[src/rtl/framebuffer_page_ctrl.sv]
// framebuffer_page_ctrl: double-buffer page flip with frame-synced swap, timeout fallback and post-swap clear
module framebuffer_page_ctrl #(
  parameter int ADDR_WIDTH = 12,
  parameter int RD_ADDR_WIDTH = 11,
  parameter SWAP_TIMEOUT = 20'd727273,
  parameter int TIMEOUT_WIDTH = 20,
  parameter logic [7:0] CLEAR_VALUE = 8'h00
) (
  input  logic clk_in,
  input  logic reset,
  input  logic [ADDR_WIDTH-1:0] ctrl_addr,
  input  logic [7:0] ctrl_data,
  input  logic ctrl_we,
  input  logic ctrl_clk_en,
  input  logic swap_req,
  input  logic swap_clear,
  input  logic frame_end,
  input  logic [RD_ADDR_WIDTH-1:0] fetch_addr,
  output logic [ADDR_WIDTH:0] ram_a_addr,
  output logic [7:0] ram_a_data,
  output logic ram_a_we,
  output logic ram_a_clk_en,
  output logic [RD_ADDR_WIDTH:0] ram_b_addr,
  output logic front_bank,
  output logic swap_pending,
  output logic swap_done,
  output logic swap_forced,
  output logic wr_ready,
  output logic [7:0] dropped_writes
);
  typedef enum logic [1:0] {IDLE, PENDING, CLEAR} state_t;
  localparam logic [TIMEOUT_WIDTH-1:0] TO_LAST = TIMEOUT_WIDTH'(SWAP_TIMEOUT - 1);
  state_t state, next_state;
  logic clr_flag;
  logic swap_fire;
  logic [TIMEOUT_WIDTH-1:0] tcnt;
  logic [ADDR_WIDTH-1:0] clear_cnt;
  always_comb begin
    next_state = state;
    swap_fire = 1'b0;
    case (state)
      IDLE: next_state = swap_req ? PENDING : IDLE;
      PENDING: begin
        swap_fire = frame_end || tcnt == TO_LAST;
        next_state = swap_fire ? (clr_flag ? CLEAR : IDLE) : PENDING;
      end
      CLEAR: next_state = &clear_cnt ? IDLE : CLEAR;
      default: next_state = IDLE;
    endcase
  end
  assign swap_pending = state == PENDING;
  assign swap_done = swap_fire;
  assign swap_forced = swap_fire && !frame_end;
  assign wr_ready = state != CLEAR;
  assign ram_b_addr = {front_bank, fetch_addr};
  always_ff @(posedge clk_in) state <= reset ? IDLE : next_state;
  always_ff @(posedge clk_in) begin
    if (reset) begin
      front_bank <= 1'b0;
      clr_flag <= 1'b0;
      tcnt <= '0;
      clear_cnt <= '0;
      ram_a_addr <= '0;
      ram_a_data <= '0;
      ram_a_we <= 1'b0;
      ram_a_clk_en <= 1'b0;
      dropped_writes <= '0;
    end else begin
      if (state == IDLE && swap_req) begin
        clr_flag <= swap_clear;
        tcnt <= '0;
      end else if (state == PENDING) begin
        tcnt <= tcnt + 1'b1;
      end
      if (swap_fire) front_bank <= ~front_bank;
      // the clear engine owns port A; control_module writes are discarded and counted
      if (state == CLEAR) begin
        ram_a_addr <= {~front_bank, clear_cnt};
        ram_a_data <= CLEAR_VALUE;
        ram_a_we <= 1'b1;
        ram_a_clk_en <= 1'b1;
        clear_cnt <= clear_cnt + 1'b1;
      end else begin
        ram_a_addr <= {~front_bank, ctrl_addr};
        ram_a_data <= ctrl_data;
        ram_a_we <= ctrl_we;
        ram_a_clk_en <= ctrl_clk_en;
      end
      if (ctrl_we && !wr_ready && dropped_writes != 8'hFF) dropped_writes <= dropped_writes + 1'b1;
    end
  end
endmodule

[config.mk]
export PLATFORM = sky130hd
export DESIGN_NAME = framebuffer_page_ctrl
export DESIGN_NICKNAME = d
export VERILOG_FILES = /design/src/rtl/framebuffer_page_ctrl.sv
export SDC_FILE = /design/constraint.sdc
export NUM_CORES = 1
export LEC_CHECK = 0
export CORE_ASPECT_RATIO = 0.75
export CORE_MARGIN = 2
export CORE_UTILIZATION = 40
export DETAILED_ROUTE_END_ITERATION = 7
export GPL_TIMING_DRIVEN = 0
export PLACE_DENSITY = 0.69
export SETUP_SLACK_MARGIN = 0.5
export SYNTH_ARGS = -nofsm -noshare
export SYNTH_HDL_FRONTEND = slang
export SYNTH_SLANG_ARGS = --single-unit
[constraint.sdc]
create_clock -name clk_in -period 2.5 [get_ports clk_in]
set_input_delay 0.625 -clock clk_in [delete_from_list [all_inputs] [get_ports clk_in]]
set_output_delay 0.625 -clock clk_in [all_outputs]
set_load 0.01 [all_outputs]
==> results_dict.tcl, run 1 <==
set metrics [dict create \
    result_of_the_run "finished clean" \
    drtPass1Iterations 4 \
    vias_per_cell 5.04 \
    max_fo_critical_path 5 \
    clk_path_buf_depth 2 \
    switching_power_w 0.000559 \
    finish.cell_count_without_fillers 543 \
    p_sw_share_pct 24.6 \
    fraction_of_the_core_area_covered_by_cells_at_the_end_of_the_flow_pct 60.8 \
    core_area_um2 6930 \
    globalRouteOverflowTotal 0 \
    first_global_vias 2552 \
    clock_tree.htree_level_count 3 \
    headroom_to_the_max_slew_limit_pct 68.0 \
    ir_drop_mv 0.267 \
    detail_route.wl_per_cell_um 13.6 \
    dieArea_um2 7980 \
    io_buffers 74 \
    largest_net_degree_at_the_start_of_global_routing 14 \
    initial_antenna_violation_count 0 \
    rrSetupSlack_ns 0.25 \
    antenna_violating_nets_post_route 0 \
    criticalPathCategory "flip-flop to output port" \
    ys_seq_elements 67 \
    ff2ff_path_depth 11 \
    p_int_w 0.00171 \
    area_delta_synth_final_pct 44.8 \
    netlist_area_um2 2910 \
    post-synth-top-count-cell "sky130_fd_sc_hd__dfxtp_1" \
    seq_power_share_pct 49.0 \
    io_pins 86 \
    tritoncts "built" \
    synthTopCellsByCount "sky130_fd_sc_hd__dfxtp_1 (67), sky130_fd_sc_hd__nand2_1 (41), sky130_fd_sc_hd__nor2_1 (30)" \
    synthesis.yosys.warnings 0 \
    core.rowCount 26 \
    r2r-end "front_bank$_SDFFE_PP0P_" \
    finalInstanceArea_um2 4210 \
    detailed_place.area_um2 3770 \
    max_cap_viol_count 0 \
    post_route_cells_drive_above_1_share_pct 19.6 \
    cellPowerDensity_nw_per_um2 539 \
    finalWorstPathRequiredPeriod_ns 2.25 \
    drt-total-wl_um 7360 \
    ys.flop_type "sky130_fd_sc_hd__dfxtp_1" \
    cell_accounting_for_the_most_synthesized_area "sky130_fd_sc_hd__dfxtp_1" \
    worst_setup_path_start_kind "flip-flop" \
    gpl.final_weighted_congestion 0.845 \
    cts_root_buf "sky130_fd_sc_hd__clkbuf_8" \
    synth_area_per_cell_um2 8.53 \
    final.period_utilization_pct 90.1 \
    hold-worst-slack_ns 0.480 \
    clk-insertion-delay-late_ns 0.35 \
    grtUsageTotal_pct 18.8 \
    min_delay_worst_endpoint "ram_a_addr[12]$_SDFF_PP0_" \
    final_net_count 482 \
    hold_depth 1 \
    synth_cell_type_count 42 \
    regToRegStartpoint "tcnt[13]$_SDFFE_PP0P_" \
    grt_setup_unrepaired "yes" \
    yosysSeqAreaShare_pct 46.1 \
    postSynth.asyncResetShare_pct 0 \
    vias 2736 \
    grt_first_pass_wirelength_um 12000 \
    post_synth_main_area_contributors "sky130_fd_sc_hd__dfxtp_1 (46%), sky130_fd_sc_hd__nand2_1 (5.3%), sky130_fd_sc_hd__a21oi_1 (4.8%)" \
    hold_start "front_bank$_SDFFE_PP0P_" \
    clk_network_pwr_share_pct 39.9 \
    p_leak_nw 1.54 \
    clkSlewWorstSetupHoldPaths_ns 0.08 \
    finalPower_w 0.00227 \
    req_time_crit_path_ns 1.88 \
    timing_max_transition_violations_final 0 \
    detailedPlacementHpwl_um 5070 \
    gate_power_share_pct 11.1 \
    netlist.area_leader.share_pct 46.1 \
    setup-violations-final 0 \
    number_of_hold_violations_in_the_final_report 0 \
    die_w_um 102 \
    count_of_unresolved_drc_violations_after_routing 0 \
    numCtsBuffers 9 \
    die_height_um 77.9 \
    mappedNetlistNets 383 \
    synth_enable_flop_cells 0 \
    synth_cells 341 \
    start_util_pct 42.0 \
    drtIter0Drc 187 \
    fmax_mhz 444 \
    fin_worst_skew_ns 0.00740 \
    dpl.cell_count 513 \
    sink_count 67 \
    critPathArrivalTime_ns 1.63 \
    antenna_cells_inserted 0 \
    end_kind "output port" \
    max_slew.worst_pin.slew_ns 0.479 \
    hold_path_class "flip-flop to flip-flop" \
]
[kinds of logic (layout without fill, tap and decap cells)]
logic type               count (synthesis)  count (layout)  synth area share, %
buffers and inverters                   40             144                 6.79
AND/OR/NAND/NOR                        154             154                 27.8
AO/OA/AOI/OAI                           52              52                 10.2
multiplexers                             3               3                 1.07
flip-flops                              67              67                 46.1
adder cells (fa/ha/maj)                  4               4                 1.72
XOR/XNOR                                21              21                 6.32
[state kept, by name, indices dropped and copies added, names as in the netlist]
| register | count |
|---|---|
| tcnt | 20 |
| clr_flag | 1 |
| ram_a_addr | 13 |
| ram_a_data | 8 |
| front_bank | 1 |
| ram_a_clk_en | 1 |
| clear_cnt | 12 |
| dropped_writes | 8 |
| ram_a_we | 1 |
| state | 2 |
[through the flow]
stage	worst slack [ns]	TNS (ns)
final	0.248	0
after global routing	0.132	0
after global placement	-0.0950	-0.125
after detailed placement	-0.0733	-0.114
after floorplan	0.648	0
after CTS	0.257	0
[worst max-delay path, stage by stage (launching register included)]
cell and delay [ns]:
sky130_fd_sc_hd__dfxtp_2 0.34, sky130_fd_sc_hd__inv_1 0.08, sky130_fd_sc_hd__ha_1 0.18, sky130_fd_sc_hd__nor4b_2 0.20, sky130_fd_sc_hd__nand4_1 0.14, sky130_fd_sc_hd__nor3_1 0.19
sky130_fd_sc_hd__buf_2 0.16
[cell type report]
| cell class | count | area [µm²] |
|---|---|---|
| sequential | 67 | 1380 |
| buffer | 26 | 176 |
| multi-input combinational | 234 | 1420 |
| timing repair buffer | 88 | 862 |
| fill | 616 | 2720 |
| clock buffer | 9 | 124 |
| inverter | 14 | 57.6 |
| clock inverter | 7 | 77.6 |
| tap | 98 | 123 |
[repair_timing]
item / 4_1_cts / 5_1_grt
setup buffers: 11 / 3
hold buffers: 0 / 0
pin swaps: 6 / 6
resized for setup: 36 / 42
cloned: 0 / 0
setup endpoints to repair: 10 / 37
hold endpoints to repair: 0 / 0
[how the worst max path moves through the flow]
| stage | start | endpoint | slack [ns] | cells after the start |
|---|---|---|---|---|
| floorplan | tcnt[3]$_SDFFE_PP0P_ | swap_forced | 0.65 | 4 |
| global placement | frame_end | swap_done | -0.1 | 4 |
| detailed placement | frame_end | swap_done | -0.07 | 4 |
| CTS | tcnt[13]$_SDFFE_PP0P_ | swap_forced | 0.26 | 5 |
| global route | tcnt[13]$_SDFFE_PP0P_ | swap_forced | 0.13 | 5 |
| finish | tcnt[0]$_SDFFE_PP0P_ | swap_forced | 0.25 | 6 |
[layout by cell type (no fill, tap or decap), drive strengths merged, types with 4 or more instances in the layout]
cell type / synthesis / routed
a21oi: 28 / 28
and3: 9 / 9
buf: 15 / 31
clkbuf: 11 / 21
clkdlybuf4s50: 0 / 69
clkinv: 0 / 4
dfxtp: 67 / 67
ha: 4 / 4
inv: 14 / 15
nand2: 41 / 41
nand3: 10 / 10
nand4: 10 / 10
nor2: 30 / 30
nor3: 12 / 12
nor4: 7 / 7
o21ai: 12 / 12
or3: 11 / 11
or4: 4 / 4
xnor2: 13 / 13
xor2: 8 / 8
[power by group through the flow]
stage,sequential [W],clock [W],combinational (W)
CTS,0.00112,0.000921,0.000253
global route,0.00112,0.000979,0.000272
global placement,0.00114,0,0.000245
floorplan,0.00115,0,0.0000890
finish,0.00111,0.000906,0.000253
detailed placement,0.00114,0,0.000247
[routing by layer]
metal	track usage (%)	vias to the layer above	routed length [µm]
met1	26.0	1248	3700
met5	0	-	0
li1	-	1379	-
met3	5.50	10	512
met4	6.00	0	127
met2	28.2	99	3030
Power figures use the tool's default switching activity.
==> inputs of run 2 (changes only) <==
DONT_BUFFER_PORTS = 1   (was not set)
PLACE_DENSITY = 0.54   (was 0.69)
clock period = 2.25 ns   (was 2.5 ns; I/O delays follow)
==> results_dict.tcl, run 2 (synthesized netlist as in run 1, its figures left out) <==
set metrics [dict create \
    first_global_vias 2258 \
    crit_slowest_cell "sky130_fd_sc_hd__or4_1" \
    cts_root_buf "sky130_fd_sc_hd__clkbuf_8" \
    detailedPlacementHpwl_um 4960 \
    dieArea_um2 7980 \
    antenna_cells_inserted 0 \
    seq_power_share_pct 50.3 \
    count_of_unresolved_drc_violations_after_routing 0 \
    hold-worst-slack_ns 0.340 \
    criticalPathCategory "flip-flop to flip-flop" \
    hold_depth 2 \
    clk-insertion-delay-late_ns 0.34 \
    globalRouteOverflowTotal 0 \
    initial_antenna_violation_count 0 \
    clk_path_buf_depth 2 \
    clkSlewWorstSetupHoldPaths_ns 0.08 \
    reg_with_most_ffs "tcnt" \
    tritoncts "built" \
    max_slew.worst_pin.slew_ns 0.565 \
    detail_route.wl_per_cell_um 15.4 \
    largest_reg_flops 20 \
    largest_registers "tcnt x20, ram_a_addr x13, clear_cnt x12" \
    multi_input_gate_area_in_the_final_layout_um2 1450 \
    core_area_um2 6930 \
    die_w_um 102 \
    critical_path.cell_chain "nand4b_1 > buf_4 > buf_6 > buf_6 > buf_6 > buf_6 > buf_6 > buf_6 > or4_1 > o211ai_1" \
    clk_network_pwr_share_pct 44.1 \
    mostFrequentLayoutCells "sky130_fd_sc_hd__dfxtp_1 (55), sky130_fd_sc_hd__nand2_1 (41), sky130_fd_sc_hd__nor2_1 (30)" \
    drtPass1Iterations 4 \
    clock_tree.htree_level_count 3 \
    fmax_mhz 485 \
    vias 2525 \
    fin_worst_skew_ns 0.00680 \
    grt_first_pass_wirelength_um 11400 \
    max_fo_critical_path 3 \
    gate_power_share_pct 5.6 \
    post_route_cells_drive_above_1_share_pct 22.1 \
    end_kind "flip-flop" \
    final_net_count 413 \
    req_time_crit_path_ns 2.52 \
    ff2ff_path_depth 10 \
    largest_net_degree_at_the_start_of_global_routing 13 \
    setup_total_negative_slack_ns 0 \
    path_common_cell "sky130_fd_sc_hd__buf_6" \
    grtUsageTotal_pct 18.6 \
    sink_count 67 \
    core.rowCount 26 \
    max_cap_viol_count 0 \
    hold_path_class "primary input to flip-flop" \
    cellPowerDensity_nw_per_um2 697 \
    drtIter0Drc 151 \
    switching_power_w 0.000592 \
    antenna_violating_nets_post_route 0 \
    critPathArrivalTime_ns 2.33 \
    ir_drop_mv 0.578 \
    area_delta_synth_final_pct 23.1 \
    cts_hold_repair.buffers 0 \
    p_int_w 0.00191 \
    fillers 668 \
    worst_setup_path_start_kind "flip-flop" \
    drt-total-wl_um 7300 \
    p_sw_share_pct 23.7 \
    final.period_utilization_pct 91.6 \
    numCtsBuffers 9 \
    setup-violations-final 0 \
    pre_cts_ws_ns 0.242 \
    layout_commonest_cell "sky130_fd_sc_hd__dfxtp_1" \
    vias_per_cell 5.33 \
    p_leak_nw 1.29 \
    number_of_hold_violations_in_the_final_report 0 \
    io_buffers 0 \
    headroom_to_the_max_slew_limit_pct 62.3 \
    critical_path.max_stage_delay_ns 0.50 \
    io_pins 86 \
    sequential_cell_area_um2 1360 \
    grt_setup_unrepaired "yes" \
    final_critical_path_setup_slack_ns 0.188 \
    start_util_pct 42.0 \
    result_of_the_run "finished clean" \
    timing_max_transition_violations_final 0 \
    die_height_um 77.9 \
    finalWorstPathRequiredPeriod_ns 2.06 \
    gpl.final_weighted_congestion 0.785 \
]
run 2: worst max-delay path, delay by kind of cell (launching register included):
| family | cells | cell delay, ns |
|---|---|---|
| AOI/OAI and AO/OA | 1 | 0.18 |
| and+or+nand+nor | 2 | 0.70 |
| buffers and inverters | 7 | 0.78 |
| DFF | 1 | 0.33 |
run 2: cell type report:
cell class	count	share of cell area [%]
flip-flops and latches	67	38.1
clock inverters	6	2.51
well taps	98	3.42
plain buffers	26	5.27
clock buffers	10	3.56
multi-input cells	234	40.6
inverters	14	1.61
repair buffers	19	4.99
run 2: power groups by stage:
stage / sequential, W / combinational (W) / clock [W]
5_1_grt: 0.00126 / 0.000156 / 0.00118
3_5_place_dp: 0.00129 / 0.000123 / 0
6_report: 0.00126 / 0.000141 / 0.00110
3_3_place_gp: 0.00129 / 0.000122 / 0
2_1_floorplan: 0.00128 / 0.0000997 / 0
4_1_cts: 0.00126 / 0.000138 / 0.00112
run 2: layer usage:
metal  routed length (µm)  share of wire (%)  vias up  GRT usage (%)
met1                 3680                 50     1167           26.7
met5                    0                  0        -              0
met2                 2900                 40      107           25.8
li1                     -                  -     1243              -
met4                   57               0.78        0           3.20
met3                  668                9.2        8           8.11
run 2: path summary, 6_finish.rpt:
check	start	to	slack, ns
worst max-delay path	tcnt[13]$_SDFFE_PP0P_	front_bank$_SDFFE_PP0P_	0.19
worst min-delay path	ctrl_clk_en	ram_a_clk_en$_SDFF_PP0_	0.34
worst max register to register	tcnt[13]$_SDFFE_PP0P_	front_bank$_SDFFE_PP0P_	0.19
worst min register to register	clear_cnt[11]$_SDFFE_PP0P_	ram_a_addr[11]$_SDFF_PP0_	0.49
run 2: what timing repair did:
| action | 4_1_cts | 5_1_grt |
|---|---|---|
| setup buffers | 15 | 3 |
| cloned | 1 | 0 |
| pin swaps | 7 | 8 |
| endpoints found under the setup margin | 26 | 27 |
| resized for setup | 33 | 19 |
run 2: through the flow:
stage / instance area [µm²] / total power, W / std cells / utilization, %
finish: 3580 / 0.00250 / 474 / 51.7
detailed placement: 3050 / 0.00141 / 439 / 44.0
floorplan: 2930 / 0.00138 / 341 / -
CTS: 3510 / 0.00252 / 471 / 50.6
global route: 3580 / 0.00259 / 474 / 51.7
global placement: 3050 / 0.00141 / 439 / 44.0
